$ cat config.mk
export PLATFORM = sky130hd
export DESIGN_NAME = dc_ipu_shr_pipeline_arbiter_flat
export DESIGN_NICKNAME = d
export VERILOG_FILES = /design/src/rtl/dc_ipu_shr_pipeline_arbiter_if.sv /design/src/rtl/dc_ipu_shr_pipeline_arbiter.sv /design/src/flat_wrapper.sv
export SDC_FILE = /design/constraint.sdc
export NUM_CORES = 1
export LEC_CHECK = 0
export BUFFER_PORTS_ARGS = -buffer_cell sky130_fd_sc_hd__buf_2
export CAP_MARGIN = 20
export CORE_UTILIZATION = 41
export DETAILED_ROUTE_END_ITERATION = 10
export PLACE_DENSITY = 0.73
export SYNTH_ARGS = -nofsm -noshare
export SYNTH_HDL_FRONTEND = slang
export SYNTH_SLANG_ARGS = --single-unit
export TNS_END_PERCENT = 100
$ cat constraint.sdc
create_clock -name clk -period 1.8 [get_ports clk]
set_input_delay 0 -clock clk [delete_from_list [all_inputs] [get_ports clk]]
set_output_delay 0 -clock clk [all_outputs]
set_load 0.02 [all_outputs]
$ cat src/rtl/dc_ipu_shr_pipeline_arbiter_if.sv
// Handshake bundle for the two-requester pipeline arbiter: two input beat
// channels (valid/ready/data/last) and one registered output channel that
// also reports which requester the beat came from.
interface dc_ipu_shr_pipeline_arbiter_if #(
  parameter int WIDTH = 8
);
  logic             in0_valid;
  logic             in0_ready;
  logic [WIDTH-1:0] in0_data;
  logic             in0_last;
  logic             in1_valid;
  logic             in1_ready;
  logic [WIDTH-1:0] in1_data;
  logic             in1_last;
  logic             out_valid;
  logic             out_ready;
  logic [WIDTH-1:0] out_data;
  logic             out_last;
  logic             out_sel;

  // Arbiter side.
  modport slave (
    input  in0_valid, in0_data, in0_last,
    input  in1_valid, in1_data, in1_last,
    input  out_ready,
    output in0_ready, in1_ready,
    output out_valid, out_data, out_last, out_sel
  );

  // Environment side: requesters plus downstream consumer.
  modport master (
    output in0_valid, in0_data, in0_last,
    output in1_valid, in1_data, in1_last,
    output out_ready,
    input  in0_ready, in1_ready,
    input  out_valid, out_data, out_last, out_sel
  );
endinterface

$ cat src/rtl/dc_ipu_shr_pipeline_arbiter.sv
// Two-input round-robin packet arbiter with a registered output stage.
// LAST_LOCK=1 keeps a grant for a whole packet (until a last beat moves);
// LAST_LOCK=0 re-arbitrates every beat.
// Optional macro DC_IPU_SHR_PIPELINE_ARBITER_SKID_EN adds a one-entry side
// buffer so the input readies come from a register instead of out_ready.
module dc_ipu_shr_pipeline_arbiter #(
  parameter int WIDTH     = 8,
  parameter bit LAST_LOCK = 1'b1
) (
  input logic                         clk,
  input logic                         reset,
  input logic                         clr,
  dc_ipu_shr_pipeline_arbiter_if.slave bus
);

  localparam logic [1:0] IDLE  = 2'd0;
  localparam logic [1:0] LOCK0 = 2'd1;
  localparam logic [1:0] LOCK1 = 2'd2;

  logic [1:0]       state;
  logic             ptr;          // requester that won the last completed grant
  logic             gnt_any;
  logic             gnt_sel;
  logic             sel_valid;
  logic [WIDTH-1:0] sel_data;
  logic             sel_last;
  logic             can_accept;
  logic             accept;
  logic             out_valid_q;
  logic [WIDTH-1:0] out_data_q;
  logic             out_last_q;
  logic             out_sel_q;

  // Pick the requester that owns the output this cycle.
  always_comb begin
    // NOTE: every output of a combinational block gets a default up front so no path leaves it unassigned (no latch).
    gnt_any = 1'b0;
    gnt_sel = 1'b0;
    case (state)
      LOCK0: begin
        gnt_any = 1'b1;
        gnt_sel = 1'b0;
      end
      LOCK1: begin
        gnt_any = 1'b1;
        gnt_sel = 1'b1;
      end
      default: begin
        if (bus.in0_valid && bus.in1_valid) begin
          gnt_any = 1'b1;
          gnt_sel = ~ptr;
        end else if (bus.in0_valid) begin
          gnt_any = 1'b1;
          gnt_sel = 1'b0;
        end else if (bus.in1_valid) begin
          gnt_any = 1'b1;
          gnt_sel = 1'b1;
        end
      end
    endcase
  end

  assign sel_valid = gnt_sel ? bus.in1_valid : bus.in0_valid;
  assign sel_data  = gnt_sel ? bus.in1_data  : bus.in0_data;
  assign sel_last  = gnt_sel ? bus.in1_last  : bus.in0_last;

  // Readies are forced low during reset or flush so nothing is taken then.
  assign bus.in0_ready = gnt_any & ~gnt_sel & can_accept & ~reset & ~clr;
  assign bus.in1_ready = gnt_any &  gnt_sel & can_accept & ~reset & ~clr;
  assign accept        = gnt_any & sel_valid & can_accept & ~reset & ~clr;

  // Packet lock state and round-robin pointer.
  always_ff @(posedge clk) begin
    // NOTE: state is updated with non-blocking assignments so every flop samples pre-edge values.
    if (reset || clr) begin
      state <= IDLE;
      ptr   <= 1'b1;
    end else if (accept) begin
      if (LAST_LOCK && !sel_last) state <= gnt_sel ? LOCK1 : LOCK0;
      else                        state <= IDLE;
      if (sel_last || !LAST_LOCK) ptr <= gnt_sel;
    end
  end

`ifdef DC_IPU_SHR_PIPELINE_ARBITER_SKID_EN
  logic             skid_valid;
  logic [WIDTH-1:0] skid_data;
  logic             skid_last;
  logic             skid_sel;
  logic             ready_q;

  assign can_accept = ready_q;

  // Output register plus side buffer; a beat taken during a stall is parked.
  always_ff @(posedge clk) begin
    if (reset) begin
      out_valid_q <= 1'b0;
      out_data_q  <= '0;
      out_last_q  <= 1'b0;
      out_sel_q   <= 1'b0;
      skid_valid  <= 1'b0;
      ready_q     <= 1'b1;
    end else if (clr) begin
      out_valid_q <= 1'b0;
      skid_valid  <= 1'b0;
      ready_q     <= 1'b1;
    end else if (!out_valid_q || bus.out_ready) begin
      if (skid_valid) begin
        out_valid_q <= 1'b1;
        out_data_q  <= skid_data;
        out_last_q  <= skid_last;
        out_sel_q   <= skid_sel;
        skid_valid  <= 1'b0;
        ready_q     <= 1'b1;
      end else if (accept) begin
        out_valid_q <= 1'b1;
        out_data_q  <= sel_data;
        out_last_q  <= sel_last;
        out_sel_q   <= gnt_sel;
      end else begin
        out_valid_q <= 1'b0;
      end
    end else if (accept) begin
      skid_valid <= 1'b1;
      skid_data  <= sel_data;
      skid_last  <= sel_last;
      skid_sel   <= gnt_sel;
      ready_q    <= 1'b0;
    end
  end
  // NOTE: the side-buffer payload is deliberately not reset; skid_valid alone says whether it holds anything.
`else
  assign can_accept = ~out_valid_q | bus.out_ready;

  // Output register: load on accept, drop valid once the beat has moved.
  always_ff @(posedge clk) begin
    if (reset) begin
      out_valid_q <= 1'b0;
      out_data_q  <= '0;
      out_last_q  <= 1'b0;
      out_sel_q   <= 1'b0;
    end else if (clr) begin
      out_valid_q <= 1'b0;
    end else if (accept) begin
      out_valid_q <= 1'b1;
      out_data_q  <= sel_data;
      out_last_q  <= sel_last;
      out_sel_q   <= gnt_sel;
    end else if (bus.out_ready) begin
      out_valid_q <= 1'b0;
    end
  end
`endif

  assign bus.out_valid = out_valid_q;
  assign bus.out_data  = out_data_q;
  assign bus.out_last  = out_last_q;
  assign bus.out_sel   = out_sel_q;

endmodule
$ cat src/flat_wrapper.sv
// flat-port wrapper written by rule: the top's interface ports become plain ports
module dc_ipu_shr_pipeline_arbiter_flat 
#(
  parameter int WIDTH     = 8,
  parameter bit LAST_LOCK = 1'b1
)
  (clk, reset, clr, bus_in0_valid, bus_in0_data, bus_in0_last, bus_in1_valid, bus_in1_data, bus_in1_last, bus_out_ready, bus_in0_ready, bus_in1_ready, bus_out_valid, bus_out_data, bus_out_last, bus_out_sel);
  dc_ipu_shr_pipeline_arbiter_if #(.WIDTH(WIDTH)) bus_i ();
  input logic clk;
  input logic reset;
  input logic clr;
  input wire logic [$bits(bus_i.in0_valid)-1:0] bus_in0_valid;
  input wire logic [$bits(bus_i.in0_data)-1:0] bus_in0_data;
  input wire logic [$bits(bus_i.in0_last)-1:0] bus_in0_last;
  input wire logic [$bits(bus_i.in1_valid)-1:0] bus_in1_valid;
  input wire logic [$bits(bus_i.in1_data)-1:0] bus_in1_data;
  input wire logic [$bits(bus_i.in1_last)-1:0] bus_in1_last;
  input wire logic [$bits(bus_i.out_ready)-1:0] bus_out_ready;
  output wire logic [$bits(bus_i.in0_ready)-1:0] bus_in0_ready;
  output wire logic [$bits(bus_i.in1_ready)-1:0] bus_in1_ready;
  output wire logic [$bits(bus_i.out_valid)-1:0] bus_out_valid;
  output wire logic [$bits(bus_i.out_data)-1:0] bus_out_data;
  output wire logic [$bits(bus_i.out_last)-1:0] bus_out_last;
  output wire logic [$bits(bus_i.out_sel)-1:0] bus_out_sel;
  assign bus_i.in0_valid = bus_in0_valid;
  assign bus_i.in0_data = bus_in0_data;
  assign bus_i.in0_last = bus_in0_last;
  assign bus_i.in1_valid = bus_in1_valid;
  assign bus_i.in1_data = bus_in1_data;
  assign bus_i.in1_last = bus_in1_last;
  assign bus_i.out_ready = bus_out_ready;
  assign bus_in0_ready = bus_i.in0_ready;
  assign bus_in1_ready = bus_i.in1_ready;
  assign bus_out_valid = bus_i.out_valid;
  assign bus_out_data = bus_i.out_data;
  assign bus_out_last = bus_i.out_last;
  assign bus_out_sel = bus_i.out_sel;
  dc_ipu_shr_pipeline_arbiter #(.WIDTH(WIDTH), .LAST_LOCK(LAST_LOCK)) u_core (.clk(clk), .reset(reset), .clr(clr), .bus(bus_i));
endmodule
Word-level counts from Yosys, hierarchy flattened
Cells that the tools add are included.
- multiplexer cells: 14
- multiply operators: 0
- reduce and logical (&&, ||, !) cells: 7
- $lt $le $gt $ge: 0
- bitwise operators: 18
- equal/unequal tests: 2
- $add $sub $neg: 0
- shift-type cells: 0
- div/mod/pow operators: 0
- operators with widths (cell ; number):
    $and A1 B1 Y1 ; 12
    $mux W1 ; 10
    $mux W8 ; 1
    $not A1 Y1 ; 5
    $mux W2 ; 2
    $reduce_and A2 Y1 ; 2
    $reduce_or A2 Y1 ; 2
    $eq A2 B1 Y1 const B ; 1
    $eq A2 B2 Y1 const B ; 1
    $pmux W1 S2 ; 1
    $reduce_bool A2 Y1 ; 1
    $logic_and A1 B1 Y1 ; 1
    $logic_or A1 B1 Y1 ; 1
    $or A1 B1 Y1 ; 1
- logic and storage cells: 47
- input bits: 24
- bits in writable memories: 0
- output and inout port bits: 13
- memories kept: 0
- register bits: 14
- bits in read-only memories: 0
- bits in latches: 0

Longest topological paths before layout
Gate-level depths: netlist of the first run.
- depth in word-level cells: 10
- gate-level depth with buffers: 8
- depth with buffers taken out: 6

Worst setup path after synthesis of the first run
No wires, ideal clock.
- path type: register to register
- start point: reg u_core.state[0]
- end point: reg u_core.state[0]
- arrival: 1.620 ns
- path buffers: 1
- period minus slack after synthesis: 1.690 ns
- required time: 1.730 ns
- setup time: 0.070 ns
- path slack: 0.110 ns
- cell stages (with the launch flop): 8
- cells stage by stage: dfxtp_1 inv_1 ha_1 clkbuf_2 nor2b_2 a31o_2 or4_1 a21oi_1
- word-level cells in the longest chain between the ends: 7
- elaborated cells on any way between the ends: 13
- those cells by class: eq/ne: 2; mux: 6; bitwise: 4; reduce/logical: 1
- RTL lines (what ; RTL line ; text):
    from (decl) ; dc_ipu_shr_pipeline_arbiter.sv:20 ; logic [1:0] state;
    from (signal assigned) ; dc_ipu_shr_pipeline_arbiter.sv:79 ; if (LAST_LOCK && !sel_last) state <= gnt_sel ? LOCK1 : LOCK0;
    $eq A2 B2 Y1 / $eq A2 B1 Y1 (equally long branches) ; dc_ipu_shr_pipeline_arbiter.sv:39 ; case (state)
    $pmux W1 S2 / $reduce_or A2 Y1 (equally long branches) ; - ;
    $mux W1, on equally long branches ; dc_ipu_shr_pipeline_arbiter.sv:63, dc_ipu_shr_pipeline_arbiter.sv:39 ;
    $and A1 B1 Y1 (4 in series) ; dc_ipu_shr_pipeline_arbiter.sv:70 ; assign accept = gnt_any & sel_valid & can_accept & ~reset & ~clr;
Parallel ways exist; a longest one is shown, timed or not.
A chain may end at the register's enable or synchronous reset.

Worst setup path after layout of the first run
- start point: reg u_core.state[0]
- end point: out bus_in1_ready
- word-level cells in the longest chain between the ends: 7
- elaborated cells on any way between the ends: 9
- those cells by class: eq/ne: 2; mux: 2; bitwise: 4; reduce/logical: 1
- RTL lines (what ; RTL line ; text):
    $eq A2 B1 Y1 / $eq A2 B2 Y1 (equally long branches) ; dc_ipu_shr_pipeline_arbiter.sv:39 ;
    $reduce_or A2 Y1 (no source line) ; - ;
    $mux W1 ; dc_ipu_shr_pipeline_arbiter.sv:39 ;
    $and A1 B1 Y1 (*) (4 in series) ; dc_ipu_shr_pipeline_arbiter.sv:69 ; assign bus.in1_ready = gnt_any & gnt_sel & can_accept & ~reset & ~clr;
    to (decl) ; flat_wrapper.sv:20 ; output wire logic [$bits(bus_i.in1_ready)-1:0] bus_in1_ready;
Every way passes the cells marked *; elsewhere a longest branch is shown, timed or not.

==> results of run 1 <==
[final timing paths]
kind                                               end  cells past startpoint       startpoint
worst max register to register  u_core.bus.out_data[3]                      7  u_core.state[0]
worst min register to register         u_core.state[0]                      2  u_core.state[0]
worst min-delay path                   u_core.state[0]                      3     bus_in0_last
worst max-delay path                     bus_in1_ready                      7  u_core.state[0]
[Yosys cell counts (all sizes together), types with 2 or more instances]
library cell,count,share of area (%)
dfxtp,14,35
nor2,13,8.5
a211oi,10,14
mux2i,10,12
inv,6,2.8
buf,3,3.3
nand2,3,1.4
a21oi,2,1.2
a31oi,2,1.5
clkbuf,2,1.1
nand2b,2,1.5
nor2b,2,1.9
o21ai,2,1.2
[kinds of logic (layout without fill, tap and decap cells)]
logic type      after synthesis  count (layout)  share of synthesized area [%]
simple gates                 24              24                           16.9
compound gates               22              22                           27.4
flops                        14              14                           34.7
buf+inv                      11              59                           7.12
mux                          10              10                           12.4
fa+ha+maj                     1               1                           1.55
[worst min-delay path, stage by stage]
cell and delay (ns):
buf_2 0.10, or4_1 0.10, a21oi_1 0.06
[layer usage]
| layer | routed length (um) | GRT usage, % | vias up |
|---|---|---|---|
| li1 | - | - | 394 |
| met1 | 864 | 22.2 | 380 |
| met2 | 1070 | 31.7 | 30 |
| met3 | 112 | 7.84 | 4 |
| met4 | 21 | 7.65 | 0 |
| met5 | 0 | 0 | - |
[through the flow]
| stage | hold slack (ns) | TNS, ns | utilization, % |
|---|---|---|---|
| 2_1_floorplan | 0.129 | 0 | - |
| 5_1_grt | 0.0278 | -0.0150 | 64.2 |
| 4_1_cts | 0.0174 | 0 | 60.3 |
| 3_3_place_gp | 0.258 | 0 | 57.8 |
| 3_5_place_dp | 0.262 | 0 | 57.8 |
| 6_report | 0.0235 | 0 | 64.2 |
[what timing repair did]
| action | CTS | global route |
|---|---|---|
| cloned | 0 | 2 |
| setup buffers | 0 | 5 |
| pin swaps | 0 | 5 |
| resized for setup | 1 | 10 |
| endpoints found under the hold margin | 1 | 0 |
| endpoints found under the setup margin | 3 | 9 |
| hold buffers | 1 | 0 |
[power groups by stage]
stage / Sequential (mW) / Combinational, mW / Clock [mW]
global route: 0.337 / 0.207 / 0.186
detailed placement: 0.342 / 0.173 / 0
finish: 0.335 / 0.192 / 0.168
floorplan: 0.361 / 0.0920 / 0
CTS: 0.335 / 0.176 / 0.175
global placement: 0.342 / 0.168 / 0
[sequential cells by signal, indices dropped and copies added (netlist names)]
register and cells:
u_core.bus.out_last 1, u_core.state 2, u_core.ptr 1, u_core.bus.out_valid 1, u_core.bus.out_data 8, u_core.bus.out_sel 1
[area by class of cell]
class	instances	area, sq um	share of cell area, %
Timing Repair Buffer	50	293	25.6
Inverter	6	22.5	1.97
Clock buffer	3	22.5	1.97
Sequential cell	14	282	24.6
Tap cell	25	31.3	2.73
Multi-Input combinational cell	57	494	43.2
==> out/metrics.cfg, run 1 <==
[power]
vdd_drop_max_v = 0.000378
power_density_mw_per_mm2 = 607
seqPwrFrac_pct = 48.2
p_int_uw = 492
power.total_uw = 695
power.leakage_nw = 0.531
p_sw_uw = 203
p_sw_share_pct = 29.2
clkPwrFrac_pct = 24.1
p_comb_share_pct = 27.7

[status]
status = complete, no violations

[die]
num_rows = 15
coreArea_sq_mm = 0.00178
initial_core_util_pct = 45.3
dieArea_sq_mm = 0.00215
dieWidth_um = 46.4
die_h_um = 46.4
ioPinCount = 37

[route]
drc = 0
via_count = 808
routed_via_density = 5.21
routed_wl_um = 2070
wl_per_cell_um = 13.3
ant_nets = 0
drtIter0Drc = 23
first_pass_iters = 4

[place]
place_hpwl_um = 1390
place.gp.congestion = 0.936
pre_cts_ws_ns = 0.0103
dp.cells = 144
placed_area_sq_mm = 0.00103
portBuffers = 36

[timing]
max_slew_margin_pct = 72.0
hold_violations = 0
setup_viol = 0
fmax_mhz = 572
period_share_pct = 97.2
clock_skew_ns = 0.00207
worst_pin_slew_ns = 0.419
slew_viol_final = 0
fin_crit_ns = 1.75
finalWorstSetupSlack_ns = 0.0510

[setup_path]
cpMaxStageDelayCell = dfxtp_2
cp-start-kind = flip-flop
endpoint_kind = output pin
required_ns = 1.80
worst_ep_arrival_time_ns = 1.75
crit_family = buffers and inverters
path_class = reg2out
path_cells = inv_1 -> ha_4 -> nor2b_4 -> a31oi_2 -> buf_4 -> a211oi_1 -> buf_2
rrSetupSlack_ns = 0.07
crit_path_max_incr_delay_ns = 0.33
crit_buf_inv = 3
path_max_fanout = 5

[yosys]
ys_seq_area_share_pct = 34.7
ys_types = 29
yosys_warnings = 0
synth_area_per_cell_sq_um = 9.86
async_flop_share_pct = 0
synth_edf_count = 0
synth_ff_type = dfxtp_1
synth_cells = 82
syn-cell-area_sq_um = 808
synth-seq-cells = 14
syn-num-nets = 107

[job]
drv_cap = 0

[clocking]
cts_root_buf = clkbuf_4
cts_inserted_buffers = 3
clk_pin_slew_ns = 0.08
htreeDepth = 1
clk_latency_ns = 0.27
clock_path_buffers = 2
cts_tree = yes
clock-sinks = 14

[finish]
final_common_cell = buf_2
nNetsFinal = 157
num-fill-cells = 147
drive_gt1_share_pct = 58.5
final_area_sq_mm = 0.00114
layout_common_cells = buf_2, dfxtp_1, mux2i_1, buf_4
areaGrowthSynthToFinish_pct = 41.6
fin_cells = 155
num_antenna_cells = 0

[global_routing]
grt_pass1_vias = 674
grt_pass1_wl_um = 2880
antenna_found_initial = 0
grt_max_degree = 13
grt_overflow = 0
grtUsageTotal_pct = 19.4

[min_path]
hp-class = in2reg

Power figures use the tool's default switching activity.
==> run 2, diff against run 1 <==
==> constraint.sdc (replaced) <==
create_clock -name clk -period 1.8 [get_ports clk]
set_input_delay 0.18 -clock clk [delete_from_list [all_inputs] [get_ports clk]]
set_output_delay 0.18 -clock clk [all_outputs]
set_load 0.02 [all_outputs]
==> run 2 against run 1 <==
Effect of this change:
- sequential cell count unchanged
- global-route usage up 0.23 points
- utilization unchanged
==> out/metrics.cfg, run 2 (synthesis results as in run 1) <==
[setup_path]
crit_path_max_incr_delay_ns = 0.34  ; about the same
path_cells = inv_2 -> ha_4 -> buf_4 -> inv_1 -> a2111oi_4 -> buf_4 -> o32a_1 -> nor2_1
crit_family = compound AO/OA/AOI/OAI gates
path_max_fanout = 7  ; +2
crit_buf_inv = 4  ; +1
cp-start-kind = flip-flop
path_class = reg2reg
worst_ep_arrival_time_ns = 1.90  ; +0.15 ns
required_ns = 1.98  ; +0.18 ns
cp_common_cell = buf_4
cpMaxStageDelayCell = dfxtp_2
endpoint_kind = flip-flop

[finish]
fin_cells = 152  ; -1.9%
final_common_cell = buf_2
areaGrowthSynthToFinish_pct = 41.6  ; unchanged
layout_common_cells = buf_2, dfxtp_1, a211oi_2, mux2i_1, buf_4
num-fill-cells = 155  ; +5.4%
drive_gt1_share_pct = 59.8  ; +1.4 points
num_antenna_cells = 0  ; unchanged
fin_util_pct = 64.2  ; unchanged
nNetsFinal = 153  ; -2.5%
largest_register_ffs = 8  ; unchanged

[place]
portBuffers = 36  ; unchanged
place.gp.congestion = 0.886  ; -5.3%
dp.cells = 144  ; unchanged
place_hpwl_um = 1440  ; +3.5%

[timing]
clock_skew_ns = 0.00387  ; +0.00180 ns
slew_viol_final = 0  ; unchanged
fin_crit_ns = 1.72  ; -0.0326 ns
hold_violations = 0  ; unchanged
setup_viol = 0  ; unchanged
fmax_mhz = 583  ; +1.9%
max_slew_margin_pct = 69.2  ; -2.8 points
period_share_pct = 95.4  ; -1.8 points
worst_pin_slew_ns = 0.456  ; +0.0364 ns

[power]
power.total_uw = 751  ; +8.1%
power.leakage_nw = 0.528  ; -0.43%
power_density_mw_per_mm2 = 656  ; +8.1%
vdd_drop_max_v = 0.000376  ; -0.41%

[clocking]
clk_pin_slew_ns = 0.09  ; about the same
clock_path_buffers = 2  ; unchanged
htreeDepth = 1  ; unchanged
cts_inserted_buffers = 3  ; unchanged
cts_tree = yes
clk_latency_ns = 0.28  ; about the same
ctsHoldBuffers = 0  ; -1
cts_root_buf = clkbuf_4
clock-sinks = 14  ; unchanged

[die]
coreArea_sq_mm = 0.00178  ; unchanged
dieArea_sq_mm = 0.00215  ; unchanged
die_h_um = 46.4  ; unchanged
num_rows = 15  ; unchanged
initial_core_util_pct = 45.3  ; unchanged
dieWidth_um = 46.4  ; unchanged
ioPinCount = 37  ; unchanged

[route]
wl_per_cell_um = 12.6  ; -5.7%
first_pass_iters = 4  ; unchanged
drtIter0Drc = 4  ; -83%
via_count = 779  ; -3.6%
routed_via_density = 5.13  ; -1.7%
drc = 0  ; unchanged
routed_wl_um = 1910  ; -7.6%
ant_nets = 0  ; unchanged

[global_routing]
grt_max_degree = 14  ; +1
grt_pass1_vias = 682  ; +1.2%
grt_pass1_wl_um = 2930  ; +1.4%
grt_overflow = 0  ; unchanged
grtUsageTotal_pct = 19.6  ; +0.23 points
antenna_found_initial = 0  ; unchanged

[status]
status = complete, no violations

[min_path]
hp-class = in2reg

[job]
drv_cap = 0  ; unchanged

run 2: changes by cell type in the layout (fill, tap and decap cells not counted), sizes merged:
cell         delta
dlygate4sd3     -1
buf             -3
clkbuf          +1
run 2: cell type report:
type                       count  area [sq um]  share of cell area [%]
inverter                       6          22.5                    1.97
clock buffer                   4          36.3                    3.17
multi-input combinational     57           499                    43.6
timing repair buffer          46           274                    23.9
sequential                    14           282                    24.6
tap                           25          31.3                    2.73
run 2: power breakdown:
part           switching, mW  total (mW)  internal (mW)
logic                 0.0993       0.184         0.0843
clock network          0.110       0.233          0.123
registers            0.00943       0.335          0.326
run 2: worst paths after layout:
check,from,endpoint,slack (ns),depth (start not counted)
min,clr,u_core.ptr,0.16,3
min reg2reg,u_core.bus.out_last,u_core.bus.out_last,0.48,2
max,u_core.state[0],u_core.state[1],0.08,8
max reg2reg,u_core.state[0],u_core.state[1],0.08,8
run 2: what timing repair did:
action,in CTS,in global routing
setup buffers,3,2
endpoints found under the setup margin,9,8
pin swaps,2,2
resized for setup,6,1
run 2: metal layers:
metal  GRT usage [%]  wire, um  vias up
li1                -         -      389
met1            23.1       827      348
met2            33.1       955       40
met3            5.10       118        2
met4            8.24         9        0
met5               0         0        -
run 2: metrics by stage:
step / hold slack (ns) / cell area (sq um) / setup TNS (ns) / worst slack (ns)
4_1_cts: 0.154 / 1130 / 0 / 0.0384
5_1_grt: 0.171 / 1140 / -0.0188 / -0.0108
3_5_place_dp: 0.450 / 1050 / -0.0379 / -0.0133
6_report: 0.159 / 1140 / 0 / 0.0837
2_1_floorplan: 0.309 / 813 / 0 / 0.0413
3_3_place_gp: 0.438 / 1050 / 0 / 0.0996
run 2: worst reg2reg max path, stage by stage, from the launching register on:
cell	delay [ns]
dfxtp_2	0.34
inv_2	0.05
ha_4	0.27
buf_4	0.11
inv_1	0.06
a2111oi_4	0.34
buf_4	0.23
o32a_1	0.17
nor2_1	0.04
